## src/rtl/vote_auth_if.sv

```systemverilog
// Ballot-unit bus between the button panel and the vote authorisation controller.
// The master drives buttons and the disable lamp; the slave returns vote/status pulses.
interface vote_auth_if #(
   parameter int N_CAND = 4
);
   localparam int IDX_W = (N_CAND > 1) ? $clog2(N_CAND) : 1;

   logic [N_CAND-1:0] button;
   logic              red_led;
   logic              valid_vote;
   logic [IDX_W-1:0]  vote_idx;
   logic              multi_err;
   logic              busy;

   modport master (
      output button, red_led,
      input  valid_vote, vote_idx, multi_err, busy
   );

   modport slave (
      input  button, red_led,
      output valid_vote, vote_idx, multi_err, busy
   );
endinterface

```

## src/rtl/vote_auth_ctrl.sv

```systemverilog
// Vote authorisation FSM: accepts a single long button press, rejects multi-presses,
// then waits for a clean all-released lockout interval before re-arming.
module vote_auth_ctrl #(
   parameter int N_CAND      = 4,
   parameter int HOLD_CYCLES = 50000,
   parameter int LOCK_CYCLES = 100000
) (
   input  logic        clock,
   input  logic        reset,
   vote_auth_if.slave  bus
);
   localparam int IDX_W   = (N_CAND > 1) ? $clog2(N_CAND) : 1;
   localparam int MAX_CYC = (HOLD_CYCLES > LOCK_CYCLES) ? HOLD_CYCLES : LOCK_CYCLES;
   localparam int CNT_W   = $clog2(MAX_CYC + 1);

   // Decisions are taken on the edge whose increment would reach the target count.
   localparam logic [CNT_W-1:0] HOLD_LAST = CNT_W'(HOLD_CYCLES - 1);
   localparam logic [CNT_W-1:0] HOLD_FULL = CNT_W'(HOLD_CYCLES);
   localparam logic [CNT_W-1:0] LOCK_LAST = CNT_W'(LOCK_CYCLES - 1);
   localparam logic [CNT_W-1:0] CNT_ONE   = CNT_W'(1);

   typedef enum logic [2:0] {
      IDLE     = 3'd0,
      HOLD     = 3'd1,
      REJECT   = 3'd2,
      WAIT_REL = 3'd3,
      LOCK     = 3'd4
   } state_e;

   state_e            state_q;
   logic [CNT_W-1:0]  cnt_q;
   logic [IDX_W-1:0]  idx_q;
   logic [IDX_W-1:0]  vote_idx_q;
   logic              valid_q;
   logic              multi_q;
   logic              busy_q;

   logic [N_CAND-1:0] pressed;
   logic [N_CAND-1:0] others;
   logic              any_low;
   logic              multi_low;
   logic [IDX_W-1:0]  low_idx;

   always_comb begin
      pressed   = ~bus.button;
      any_low   = |pressed;
      // Clearing the lowest set bit leaves something only when two or more are pressed.
      multi_low = |(pressed & (pressed - N_CAND'(1)));
      others    = pressed & ~(N_CAND'(1) << idx_q);
      low_idx   = '0;
      for (int i = 0; i < N_CAND; i++) begin
         if (pressed[i]) low_idx = IDX_W'(i);
      end
   end

   always_ff @(posedge clock or negedge reset) begin
      if (!reset) begin
         state_q    <= IDLE;
         cnt_q      <= '0;
         idx_q      <= '0;
         vote_idx_q <= '0;
         valid_q    <= 1'b0;
         multi_q    <= 1'b0;
         busy_q     <= 1'b0;
      end else begin
         valid_q <= 1'b0;
         multi_q <= 1'b0;
         case (state_q)
            IDLE: begin
               if (multi_low) begin
                  state_q <= REJECT;
                  multi_q <= 1'b1;
                  cnt_q   <= '0;
                  busy_q  <= 1'b1;
               end else if (any_low) begin
                  state_q <= HOLD;
                  idx_q   <= low_idx;
                  cnt_q   <= CNT_ONE;
                  busy_q  <= 1'b1;
               end else begin
                  cnt_q  <= '0;
                  busy_q <= 1'b0;
               end
            end
            HOLD: begin
               // A second button beats both release and acceptance on the same edge.
               if (|others) begin
                  state_q <= REJECT;
                  multi_q <= 1'b1;
                  cnt_q   <= '0;
                  busy_q  <= 1'b1;
               end else if (!pressed[idx_q]) begin
                  state_q <= IDLE;
                  cnt_q   <= '0;
                  busy_q  <= 1'b0;
               end else if (cnt_q >= HOLD_LAST) begin
                  state_q <= WAIT_REL;
                  cnt_q   <= HOLD_FULL;
                  busy_q  <= 1'b1;
                  if (!bus.red_led) begin
                     valid_q    <= 1'b1;
                     vote_idx_q <= idx_q;
                  end
               end else begin
                  cnt_q  <= cnt_q + CNT_ONE;
                  busy_q <= 1'b1;
               end
            end
            REJECT, WAIT_REL: begin
               busy_q <= 1'b1;
               if (!any_low) begin
                  state_q <= LOCK;
                  cnt_q   <= '0;
               end
            end
            LOCK: begin
               // Any bounce restarts the quiet interval; presses here never start a hold.
               if (any_low) begin
                  cnt_q  <= '0;
                  busy_q <= 1'b1;
               end else if (cnt_q >= LOCK_LAST) begin
                  state_q <= IDLE;
                  cnt_q   <= '0;
                  busy_q  <= 1'b0;
               end else begin
                  cnt_q  <= cnt_q + CNT_ONE;
                  busy_q <= 1'b1;
               end
            end
            default: begin
               state_q <= IDLE;
               cnt_q   <= '0;
               busy_q  <= 1'b0;
            end
         endcase
      end
   end

   assign bus.valid_vote = valid_q;
   assign bus.vote_idx   = vote_idx_q;
   assign bus.multi_err  = multi_q;
   assign bus.busy       = busy_q;

endmodule

```

## src/flat_wrapper.sv

```systemverilog
// flat-port wrapper written by rule: the top's interface ports become plain ports
module vote_auth_ctrl_flat 
#(
   parameter int N_CAND      = 4,
   parameter int HOLD_CYCLES = 50000,
   parameter int LOCK_CYCLES = 100000
)
  (clock, reset, bus_button, bus_red_led, bus_valid_vote, bus_vote_idx, bus_multi_err, bus_busy);
  vote_auth_if #(.N_CAND(N_CAND)) bus_i ();
  input  logic clock;
  input  logic reset;
  input wire logic [$bits(bus_i.button)-1:0] bus_button;
  input wire logic [$bits(bus_i.red_led)-1:0] bus_red_led;
  output wire logic [$bits(bus_i.valid_vote)-1:0] bus_valid_vote;
  output wire logic [$bits(bus_i.vote_idx)-1:0] bus_vote_idx;
  output wire logic [$bits(bus_i.multi_err)-1:0] bus_multi_err;
  output wire logic [$bits(bus_i.busy)-1:0] bus_busy;
  assign bus_i.button = bus_button;
  assign bus_i.red_led = bus_red_led;
  assign bus_valid_vote = bus_i.valid_vote;
  assign bus_vote_idx = bus_i.vote_idx;
  assign bus_multi_err = bus_i.multi_err;
  assign bus_busy = bus_i.busy;
  vote_auth_ctrl #(.N_CAND(N_CAND), .HOLD_CYCLES(HOLD_CYCLES), .LOCK_CYCLES(LOCK_CYCLES)) u_core (.clock(clock), .reset(reset), .bus(bus_i));
endmodule
```

## config.mk

```make
export PLATFORM = sky130hd
export DESIGN_NAME = vote_auth_ctrl_flat
export DESIGN_NICKNAME = d
export VERILOG_FILES = /design/src/rtl/vote_auth_if.sv /design/src/rtl/vote_auth_ctrl.sv /design/src/flat_wrapper.sv
export SDC_FILE = /design/constraint.sdc
export NUM_CORES = 1
export LEC_CHECK = 0
export CAP_MARGIN = 20
export CORE_UTILIZATION = 40
export DETAILED_ROUTE_END_ITERATION = 8
export REMOVE_ABC_BUFFERS = 1
export SLEW_MARGIN = 0
export SYNTH_ARGS = -nofsm -noshare
export SYNTH_HDL_FRONTEND = slang
export SYNTH_SLANG_ARGS = --single-unit
export TNS_END_PERCENT = 50
```

## constraint.sdc

```tcl
create_clock -name clock -period 3.4 [get_ports clock]
set_input_delay 0.68 -clock clock [delete_from_list [all_inputs] [get_ports clock]]
set_output_delay 0.68 -clock clock [all_outputs]
set_load 0.02 [all_outputs]
```

==> impl_metrics.toml <==
[placement]
hpwl_microns = 2810
place_area_sq_um = 1850
port_buffers = 11
gp_congestion = 0.853

[sta]
hold_viol = 0
fmax_mhz = 362
holdWs_ns = 0.520
rsz0062_at_grt = "false"
worst_pin_slew_ns = 0.748
maxSlewViolCount = 0
fin_crit_sh_pct = 81.1
min_period_ns = 2.76
final.setup.tns_ns = 0
fin_worst_skew_ns = 0.00156
slew_headroom_pct = 50.0
setup_viol_count_final = 0

[final_layout]
final_layout_size_suffix_gt1_share_pct = 10.1
final_common_cell = "dfrtp_1"
nets = 198
fin_area_sq_um = 1890
area_growth_pct = 9.47
fin_util_pct = 46.4
mostFrequentLayoutCells = "27 x dfrtp_1, 16 x nand2_1, 11 x clkdlybuf4s50_1, 10 x o21ai_0"
antenna_cells = 0

[floorplanning]
ios = 12
start_util_pct = 42.3
die_h_microns = 67.8
rows = 23
die_x_microns = 67.8
core-area_sq_um = 4090
die_area_sq_um = 4590

[route]
vias = 1455
wire_per_inst_microns = 16.0
wirelength_microns = 3830
dr.pass1.iters = 4
drtIter0Drc = 75
drtAntennaViolNets = 0
viasPerCell = 6.09
drc_errors = 0

[clock_network]
cts-root-buf = "clkbuf_8"
cts_buffers = 3
cts.htree.levels = 1
path_clk_slew_ns = 0.09
clkSinkCount = 27
clk_latency_ns = 0.27
cts_setup_buffers = 0
ctsResizeCount = 0
cts_tree = "built"
hold_buffers = 0
cts_buffer_depth = 2

[worst_setup_path]
cp_slowest_stage_delay_ns = 0.62
path_class = "in2reg"
crit_arrival_ns = 2.92
start_kind = "primary input"
cp_max_fo = 10
endpoint_kind = "register"
cp_slowest_cell = "clkdlybuf4s50_1"
crit_buf_inv = 1
required_ns = 3.56
path_cells = "clkdlybuf4s50_1 > or3b_2 > a21oi_1 > o21ai_1 > nor3_2 > mux2_2"
critPathTopFamily = "simple AND/OR/NAND/NOR gates"

[global_route]
grt_max_degree = 28
grt_first_pass_wirelength_microns = 6840
grt_pass1_vias = 1413
grt_antenna_before_repair = 0
grt_use_total_pct = 19.7
overflow = 0

[yosys]
netlist.area_leader.share_pct = 39.0
yosysSeqAreaShare_pct = 39.0
ys_seq_elements = 27
synth_cell_types = 55
synth_edf_count = 0
async_reset_ff_share_pct = 100
synth_cells = 183
synth_area_leaders = "dfrtp_1 39%, a21o_1 3.5%, nand2_1 3.5%"
synth_warnings = 0
yosys.area.top_type = "dfrtp_1"
synth_area_per_cell_sq_um = 9.46
synth-main-ff-cell = "dfrtp_1"
synth_area_sq_um = 1730

[pwr]
ir_drop_mv = 0.347
power_mw = 0.932
p_leak_nw = 0.854
power_density_nw_per_um2 = 492

[flow_run]
max_cap_violations = 0

[status]
status = "complete, no violations"

[min_path]
holdCritPathClass = "reg2reg"
==> layer usage <==
metal | GRT usage [%] | share of wire, %
met1 | 26.4 | 48
met2 | 33.0 | 49
met3 | 2.20 | 2.5
met4 | 5.99 | 1.1
met5 | 0 | 0
==> registers in the layout, summed over array words and instances, names as in the netlist <==
register	cells
u_core.cnt_q	17
u_core.state_q	3
u_core.bus.vote_idx	2
u_core.idx_q	2
u_core.bus.busy	1
u_core.bus.multi_err	1
u_core.bus.valid_vote	1
==> synth_stat cells, drive strengths merged (2+ instances only) <==
| cell | n |
|---|---|
| nor2b | 3 |
| inv | 4 |
| o211ai | 4 |
| xor2 | 3 |
| nor2 | 7 |
| and3 | 8 |
| nand4 | 2 |
| nand3 | 6 |
| a21oi | 8 |
| a221o | 4 |
| a22o | 4 |
| clkbuf | 6 |
| buf | 5 |
| nor3 | 8 |
| nand2 | 17 |
| and2 | 4 |
| dfrtp | 27 |
| nor3b | 8 |
| nor4 | 5 |
| a21o | 8 |
| o21ai | 13 |
| a41oi | 2 |
| or3b | 3 |
| a32oi | 2 |
| and4 | 2 |
| mux2 | 3 |
==> worst reg2reg max path: stages (launching register included) <==
cell,delay (ns)
dfrtp_1,0.46
nor4_1,0.38
or3b_1,0.41
o211a_1,0.30
a32oi_4,0.54
o21ai_0,0.18
a21o_1,0.21
==> worst paths after layout <==
kind | startpoint | to | slack, ns | cells after the start
max | bus_button[3] | u_core.bus.vote_idx[0] | 0.64 | 6
min | u_core.bus.vote_idx[1] | u_core.bus.vote_idx[1] | 0.52 | 1
max reg2reg | u_core.cnt_q[14] | u_core.cnt_q[11] | 0.81 | 6
min reg2reg | u_core.bus.vote_idx[1] | u_core.bus.vote_idx[1] | 0.52 | 1
max in group asynchronous | reset | u_core.cnt_q[0] | 2.36 | 2
min in group asynchronous | reset | u_core.cnt_q[15] | 0.78 | 2
==> logic make-up (layout without fill, tap and decap cells) <==
family,count (synthesis),count (layout),share of synthesized area [%]
and+or+nand+nor,75,75,25.1
buffers and inverters,15,21,4.84
adders and majority gates,2,2,1.30
muxes,4,4,3.25
AOI/OAI and AO/OA,56,56,24.4
xor gates and xnor gates,4,4,2.02
DFF,27,27,39.0
==> where the power goes <==
group | internal (mW) | switching [mW]
logic | 0.143 | 0.183
clock network | 0.0839 | 0.0985
registers | 0.363 | 0.0598
total | 0.590 | 0.342
==> cell type report <==
cell class              count  area [sq um]
fillers                   410          2190
flip-flops and latches     27           676
multi-input cells         141           971
clock buffers               4          45.0
repair buffers             13           125
well taps                  50          62.6
inverters                   4          15.0
==> per-stage QoR <==
step	std cells	worst slack, ns
floorplan	172	1.20
global placement	235	0.443
detailed placement	235	0.374
CTS	239	0.651
global route	239	0.479
finish	239	0.641
No activity file was read; power rests on OpenSTA's default activity.
